--- src/rtl/disp_pkg.sv ---
// Shared definitions for the seven-segment display path: character codes,
// decimal range limit, formatter FSM states and digit-code helpers.
package disp_pkg;

    // Character codes understood by the six-digit multiplexer
    localparam logic [4:0] CH_OFF = 5'd28;
    localparam logic [4:0] CH_O   = 5'd21;
    localparam logic [4:0] CH_F   = 5'd15;
    localparam logic [4:0] CH_L   = 5'd20;

    // Largest value that fits in six decimal digits
    localparam int unsigned DEC_MAX = 999999;

    // Formatter sequencing states
    typedef enum logic [1:0] {
        ST_IDLE   = 2'd0,
        ST_SHIFT  = 2'd1,
        ST_FORMAT = 2'd2
    } state_e;

    // Decimal digit with optional decimal point: {dp, 1'b0, bcd nibble}
    function automatic logic [5:0] mk_dig(input logic dp, input logic [3:0] nib);
        return {dp, 1'b0, nib};
    endfunction

    // Overflow banner "OFL" right-aligned, upper digits dark, no decimal points
    function automatic logic [5:0] ovf_code(input int idx);
        logic [5:0] code;
        case (idx)
            0:       code = {1'b0, CH_L};
            1:       code = {1'b0, CH_F};
            2:       code = {1'b0, CH_O};
            default: code = {1'b0, CH_OFF};
        endcase
        return code;
    endfunction

endpackage

--- src/rtl/bcd_add3.sv ---
// Double-dabble nibble correction: a BCD nibble of 5 or more gets 3 added
// before the shift so it carries correctly into the next decade.
module bcd_add3 (
    input  logic [3:0] nib_i,
    output logic [3:0] nib_o
);

    // 4-bit add, carry-out dropped; legal inputs are 0..9 so the result is at most 12
    always_comb begin
        if (nib_i >= 4'd5) begin
            nib_o = nib_i + 4'd3;
        end else begin
            nib_o = nib_i;
        end
    end

endmodule

--- src/rtl/bin2dec_display.sv ---
// Sequential binary-to-decimal formatter feeding the six-digit seven-segment
// multiplexer. An iterative double-dabble engine converts W bits in W cycles;
// the digit registers are only rewritten when a conversion completes, so the
// display never shows a partial result.
// Optional build macro: BIN2DEC_LZ_BLANK_EN (blank leading zeros).
import disp_pkg::*;

module bin2dec_display #(
    parameter int W = 20
) (
    input  logic         clk,
    input  logic         rst,
    input  logic         start,
    input  logic [W-1:0] bin,
    input  logic [5:0]   dp_mask,
    output logic [5:0]   dig0,
    output logic [5:0]   dig1,
    output logic [5:0]   dig2,
    output logic [5:0]   dig3,
    output logic [5:0]   dig4,
    output logic [5:0]   dig5,
    output logic         busy,
    output logic         done,
    output logic         ovf
);

    localparam logic [4:0] CNT_LAST = 5'(W - 1);

    state_e       state_q, state_d;
    logic [W-1:0] shift_q, shift_d;
    logic [23:0]  bcd_q, bcd_d;
    logic [4:0]   cnt_q, cnt_d;
    logic [5:0]   dp_q, dp_d;
    logic         ovf_pend_q, ovf_pend_d;
    logic         ovf_q, ovf_d;
    logic [5:0]   dig_q [6];
    logic [5:0]   dig_d [6];

    logic [23:0]  bcd_adj;
    logic [23:0]  bcd_shift;
    logic [5:0]   norm_dig [6];
    logic [5:0]   fmt_dig  [6];
    logic         unused_bcd_msb;

    // Per-decade correction ahead of each shift
    generate
        for (genvar gi = 0; gi < 6; gi++) begin : g_add3
            bcd_add3 u_add3 (
                .nib_i (bcd_q[gi*4 +: 4]),
                .nib_o (bcd_adj[gi*4 +: 4])
            );
        end
    endgenerate

    // Next BCD value: corrected digits shifted up with the next binary bit;
    // anything pushed past the sixth decade is lost, which the overflow
    // flag captured at start already accounts for.
    assign bcd_shift      = {bcd_adj[22:0], shift_q[W-1]};
    assign unused_bcd_msb = bcd_adj[23];

`ifdef BIN2DEC_LZ_BLANK_EN
    logic [5:0] keep;

    // A digit stays lit if it or any higher digit is non-zero or carries a
    // decimal point; the units digit is always lit.
    always_comb begin
        logic run;
        run  = 1'b0;
        keep = '0;
        for (int i = 5; i >= 0; i--) begin
            run     = run | (bcd_shift[i*4 +: 4] != 4'd0) | dp_q[i];
            keep[i] = run;
        end
        keep[0] = 1'b1;
    end

    generate
        for (genvar gi = 0; gi < 6; gi++) begin : g_norm
            assign norm_dig[gi] = keep[gi] ? mk_dig(dp_q[gi], bcd_shift[gi*4 +: 4])
                                           : {1'b0, CH_OFF};
        end
    endgenerate
`else
    generate
        for (genvar gi = 0; gi < 6; gi++) begin : g_norm
            assign norm_dig[gi] = mk_dig(dp_q[gi], bcd_shift[gi*4 +: 4]);
        end
    endgenerate
`endif

    // Final digit codes: overflow banner takes precedence over the decimal result
    generate
        for (genvar gi = 0; gi < 6; gi++) begin : g_fmt
            assign fmt_dig[gi] = ovf_pend_q ? ovf_code(gi) : norm_dig[gi];
        end
    endgenerate

    // Sequencing: accept a request, run W shift cycles, present the result
    always_comb begin
        state_d    = state_q;
        shift_d    = shift_q;
        bcd_d      = bcd_q;
        cnt_d      = cnt_q;
        dp_d       = dp_q;
        ovf_pend_d = ovf_pend_q;
        ovf_d      = ovf_q;
        for (int i = 0; i < 6; i++) begin
            dig_d[i] = dig_q[i];
        end

        case (state_q)
            ST_IDLE: begin
                if (start) begin
                    shift_d    = bin;
                    dp_d       = dp_mask;
                    bcd_d      = '0;
                    cnt_d      = '0;
                    ovf_pend_d = (32'(bin) > DEC_MAX);
                    state_d    = ST_SHIFT;
                end
            end
            ST_SHIFT: begin
                bcd_d   = bcd_shift;
                shift_d = shift_q << 1;
                cnt_d   = cnt_q + 5'd1;
                // The last shift loads the display registers so the new
                // digits are already stable throughout the FORMAT cycle.
                if (cnt_q == CNT_LAST) begin
                    state_d = ST_FORMAT;
                    ovf_d   = ovf_pend_q;
                    for (int i = 0; i < 6; i++) begin
                        dig_d[i] = fmt_dig[i];
                    end
                end
            end
            ST_FORMAT: begin
                state_d = ST_IDLE;
            end
            default: begin
                state_d = ST_IDLE;
            end
        endcase
    end

    // State registers; reset blanks the display and abandons any conversion
    always_ff @(posedge clk) begin
        if (rst) begin
            state_q    <= ST_IDLE;
            shift_q    <= '0;
            bcd_q      <= '0;
            cnt_q      <= '0;
            dp_q       <= '0;
            ovf_pend_q <= 1'b0;
            ovf_q      <= 1'b0;
            for (int i = 0; i < 6; i++) begin
                dig_q[i] <= {1'b0, CH_OFF};
            end
        end else begin
            state_q    <= state_d;
            shift_q    <= shift_d;
            bcd_q      <= bcd_d;
            cnt_q      <= cnt_d;
            dp_q       <= dp_d;
            ovf_pend_q <= ovf_pend_d;
            ovf_q      <= ovf_d;
            for (int i = 0; i < 6; i++) begin
                dig_q[i] <= dig_d[i];
            end
        end
    end

    assign dig0 = dig_q[0];
    assign dig1 = dig_q[1];
    assign dig2 = dig_q[2];
    assign dig3 = dig_q[3];
    assign dig4 = dig_q[4];
    assign dig5 = dig_q[5];
    assign busy = (state_q != ST_IDLE);
    assign done = (state_q == ST_FORMAT);
    assign ovf  = ovf_q;

endmodule
--- config.mk ---
export PLATFORM = sky130hd
export DESIGN_NAME = bin2dec_display
export DESIGN_NICKNAME = d
export VERILOG_FILES = /design/src/rtl/disp_pkg.sv /design/src/rtl/bcd_add3.sv /design/src/rtl/bin2dec_display.sv
export SDC_FILE = /design/constraint.sdc
export NUM_CORES = 1
export LEC_CHECK = 0
export CORE_ASPECT_RATIO = 0.5
export CORE_MARGIN = 4
export CORE_UTILIZATION = 57
export DETAILED_ROUTE_END_ITERATION = 6
export PLACE_DENSITY = 0.9
export RECOVER_POWER = 25
export SYNTH_ARGS = -nofsm -noshare
export SYNTH_HDL_FRONTEND = slang
export SYNTH_HIERARCHICAL = 1
export SYNTH_SLANG_ARGS = --single-unit
--- constraint.sdc ---
create_clock -name clk -period 3.7 [get_ports clk]
set_input_delay 0.37 -clock clk [delete_from_list [all_inputs] [get_ports clk]]
set_output_delay 0.37 -clock clk [all_outputs]
set_load 0.02 [all_outputs]
==> results of run 1 <==
## power by group through the flow
| stage | clock [mW] | sequential (mW) | combinational, mW |
|---|---|---|---|
| finish | 0.962 | 1.03 | 0.181 |
| global route | 0.998 | 1.03 | 0.199 |
| floorplan | 0 | 1.04 | 0.128 |
| global placement | 0 | 1.05 | 0.177 |
| CTS | 0.966 | 1.03 | 0.182 |
| detailed placement | 0 | 1.05 | 0.180 |
## state kept, by name (all words and copies together), names as in the netlist
signal,flops
bcd_q,24
dig_q,32
shift_q,20
cnt_q,5
ovf,1
ovf_pend_q,1
state_q,2
dp_q,6
## cell type report
type	instances	share of cell area [%]
Clock inverter	6	1.58
Inverter	17	1.26
Multi-Input combinational cell	320	40.4
Sequential cell	91	35.9
Timing Repair Buffer	73	14.0
Tap cell	92	2.27
Clock buffer	10	4.52
## metrics by stage
step / hold slack [ps] / utilization [%] / instance area, um^2 / std cells / power, mW
after floorplan: 426 / - / 4160 / 468 / 1.17
after global placement: 434 / 69.4 / 4780 / 593 / 1.23
after detailed placement: 442 / 69.4 / 4780 / 593 / 1.23
after CTS: 455 / 73.9 / 5090 / 609 / 2.18
after global routing: 470 / 73.6 / 5070 / 609 / 2.23
final: 452 / 73.6 / 5070 / 609 / 2.17
## metal layers
| layer | share of wire (%) | vias to the layer above |
|---|---|---|
| met2 | 47 | 126 |
| met5 | 0 | - |
| met3 | 6.3 | 13 |
| met1 | 45 | 1732 |
| li1 | - | 1760 |
| met4 | 1.4 | 0 |
## final timing paths
path | end | slack, ps | startpoint
max | dig_q[4][2] | 1530 | state_q[1]
min reg2reg | dig_q[1][4] | 450 | dig_q[1][4]
min | dig_q[1][4] | 450 | dig_q[1][4]
max reg2reg | dig_q[4][2] | 1530 | state_q[1]
## worst max-delay path, delay by kind of cell, from the launching register on
family | cells | cell delay [ps]
AND/OR/NAND/NOR | 2 | 970
AO/OA/AOI/OAI | 1 | 200
buffers and inverters | 1 | 350
flip-flops | 1 | 550
==> flow_summary.ini, run 1 <==
[clock_tree]
clk_pin_slew_worst_paths_ps = 60
cts-htree-levels = 3
cts_made_buffers = 9
clock-root-buffer = clkbuf_16
ctsHoldBuffers = 0
cts_setup_buffers = 0
clock-sinks = 91
cts_tree = yes
clk_latency_ps = 350
cts_resized = 0
cts_buffer_depth = 2

[finish]
final_cell_mix = 91 x dfxtp_1, 48 x a21oi_1, 48 x nand2_1
final_nets = 554
fillers = 528
num_antenna_cells = 0
syn_to_final_growth_pct = 21.9
seq_area_mm2 = 0.00182
multi_input_area_mm2 = 0.00205
drive_gt1_share_pct = 6.38
final_common_cell = dfxtp_1

[global_routing]
grt_max_degree = 67
grtUsageTotal_pct = 23.2
grt_util_met3_pct = 5.46
antenna_found_initial = 0
grt-busiest-layer = met2
grt_pass1_vias = 3326
grt_util_met2_pct = 38.5
grt_remaining_overflow = 0
grtUsageMet1_pct = 29.8
grt_pass1_wl_um = 16000

[worst_setup_path]
worstPathMaxFanout = 28
critPathMaxStageDelay_ps = 890
cpMaxStageDelayCell = nand2b_1
worstSetupStartpointType = flop
path_class = flop to flop
arrival_ps = 2440
end_kind = flop
path_cells = nand2b_1 -> buf_4 -> nor4_1 -> o21bai_1
r2r_cells = 4
cp.required_ps = 3970

[pwr]
p_seq_share_pct = 47.4
power_per_cell_area_mw_per_mm2 = 428
combPwrFrac_pct = 8.3
swShare_pct = 23.2
clkPwrFrac_pct = 44.3
p_sw_uw = 504
power.internal_mw = 1.67
p_leak_nw = 1.99
vdd.ir_drop.worst_mv = 0.244

[sta]
final-setup-viol-count = 0
worst_slew_pin_slew_ps = 1130
report.final.hold_viol_count = 0
setup_tns_ps = 0
fin_crit_ps = 2170
fmax_mhz = 461
relSlewSlack_pct = 24.5
fin_ws_ps = 1530
maxSlewViolCount = 0
rsz0062_at_grt = false
post-route-period-util_pct = 58.6
skew_ps = 6.48

[routing]
ant_nets = 0
wl_um = 9860
vias_per_cell = 5.96
drc = 0
dr.pass1.iters = 5
drt_iter0_markers = 418
vias = 3631
wl_per_cell_um = 16.2

[die]
dieArea_mm2 = 0.00880
die_h_um = 68.4
initial_utilization_pct = 60.4
die_w_um = 129
rows = 21
core_mm2 = 0.00688
ioPinCount = 68

[placed_design]
portBuffers = 67
dpl_worst_slack_ps = 1520
gp_congestion = 0.815
dp_hpwl_um = 6290

[synth]
syn_nets = 510
synth.avg_cell_area_um2 = 8.88
syn_area_mm2 = 0.00416
syn-instance-count = 468
ys_warn_count = 6

[worst_hold_path]
hold_depth = 1
hold_path_class = flop to flop

[run_status]
outcome = complete, no violations

[job]
maxCapViolCount = 0
No activity file was read; power rests on OpenSTA's default activity.
==> inputs of run 2 (changes only) <==
CORE_UTILIZATION = 53   (was 57)
PLACE_DENSITY = 0.85   (was 0.9)
clock period = 2.2 ns   (was 3.7 ns; I/O delays follow)
==> run 2 against run 1 <==
Effect of this change:
- global-route usage shrank 2.2 points
- clock-buffer cell count is the same
- die area grew 6.9%
- clock power is 58% higher
- hold slack worse by 46 ps
- via count shrank 1.5%
- highest routed layer unchanged
==> flow_summary.ini, run 2 (synthesis results as in run 1) <==
[global_routing]
grt_pass1_wl_um = 16400
grt-busiest-layer = met2
grt_max_degree = 37
grtUsageMet1_pct = 27.0
grtUsageTotal_pct = 21.0
grt_util_met2_pct = 34.2
antenna_found_initial = 0
grt_pass1_vias = 3518
grt_remaining_overflow = 0
grt_util_met3_pct = 5.75

[placed_design]
dp_hpwl_um = 6430
portBuffers = 67
gp_congestion = 0.836

[job]
maxCapViolCount = 0

[routing]
drt_iter0_markers = 205
vias_per_cell = 5.68
wl_per_cell_um = 15.5
wl_um = 9770
dr.pass1.iters = 4
drc = 0
vias = 3577
ant_nets = 0

[clock_tree]
clk_pin_slew_worst_paths_ps = 60
cts_buffer_depth = 2
clk_latency_ps = 340
ctsHoldBuffers = 0
cts_setup_buffers = 0
cts-htree-levels = 3
clock-sinks = 91
cts_resized = 0
cts_made_buffers = 9
cts_tree = yes
clock-root-buffer = clkbuf_16

[worst_setup_path]
critPathMaxStageDelay_ps = 630
worstSetupStartpointType = flop
path_class = flop to output pin
cp.required_ps = 1980
critPathBufInv = 1
arrival_ps = 1670
worstPathMaxFanout = 11
critPathTopFamily = buffers and inverters
end_kind = output pin
path_cells = nor2b_1 -> clkdlybuf4s50_1
cpMaxStageDelayCell = clkdlybuf4s50_1

[sta]
post-route-period-util_pct = 85.9
holdWs_ps = 405
rsz0062_at_grt = false
setup_tns_ps = 0
fmax_mhz = 529
worst_slew_pin_slew_ps = 787
report.final.hold_viol_count = 0
skew_ps = 4.70
final-setup-viol-count = 0
maxSlewViolCount = 0
fin_crit_ps = 1890
relSlewSlack_pct = 47.6

[finish]
reg_top3 = dig_q: 32 flops, bcd_q: 24 flops, shift_q: 20 flops
final_cell_mix = 91 x dfxtp_1, 58 x clkdlybuf4s50_1, 48 x a21oi_1, 48 x nand2_1, 33 x nor2_1
num_antenna_cells = 0
final_common_cell = dfxtp_1
largest_reg_flops = 32
drive_gt1_share_pct = 7.09
final_nets = 559
regMostFlops = dig_q
syn_to_final_growth_pct = 23.5

[die]
dieArea_mm2 = 0.00941
core_mm2 = 0.00746
die_w_um = 133
rows = 22
initial_utilization_pct = 55.7
ioPinCount = 68
die_h_um = 70.6

[pwr]
power_mw = 3.56
vdd.ir_drop.worst_mv = 0.461
power_per_cell_area_mw_per_mm2 = 694
p_leak_nw = 1.99

[run_status]
outcome = complete, no violations

[worst_hold_path]
hold_path_class = input port to flop
==> run 2: path summary, 6_finish.rpt <==
kind	from	endpoint	slack (ps)	cells after the start
setup / recovery	state_q[1]	done	310	2
hold / removal	rst	shift_q[18]	410	2
setup reg to reg	state_q[0]	shift_q[1]	390	3
hold reg to reg	shift_q[14]	shift_q[14]	450	1
==> run 2: power by group <==
group	internal, mW	total, mW	switching (mW)
combinational	0.131	0.317	0.185
sequential	1.70	1.73	0.0337
clock	0.900	1.52	0.617
total	2.73	3.56	0.836
==> run 2: final cells by class <==
type                       count  area, um^2
tap                          108         135
inverter                      17        63.8
clock buffer                  10         239
clock inverter                 6        55.1
fill                         616        2320
multi-input combinational    320        2050
sequential                    91        1820
timing repair buffer          78         771
==> run 2: stage by stage <==
stage	instances	worst slack (ps)	util, %	instance area, um^2
detailed placement	614	459	65.1	4860
global placement	614	480	65.1	4860
global route	630	186	68.8	5130
finish	630	311	68.8	5130
floorplan	468	747	-	4160
CTS	630	226	69.1	5150
==> run 2: worst reg2reg max path: stages, from the launching register on <==
cell and delay [ps]:
dfxtp_1 530, or3b_1 690, nor2_1 110, a2111oi_0 360
==> run 2: per-layer routing <==
metal | up-vias | part of all wire [%]
li1 | 1763 | -
met5 | - | 0
met2 | 106 | 47
met3 | 15 | 6.4
met4 | 0 | 1.2
met1 | 1693 | 45
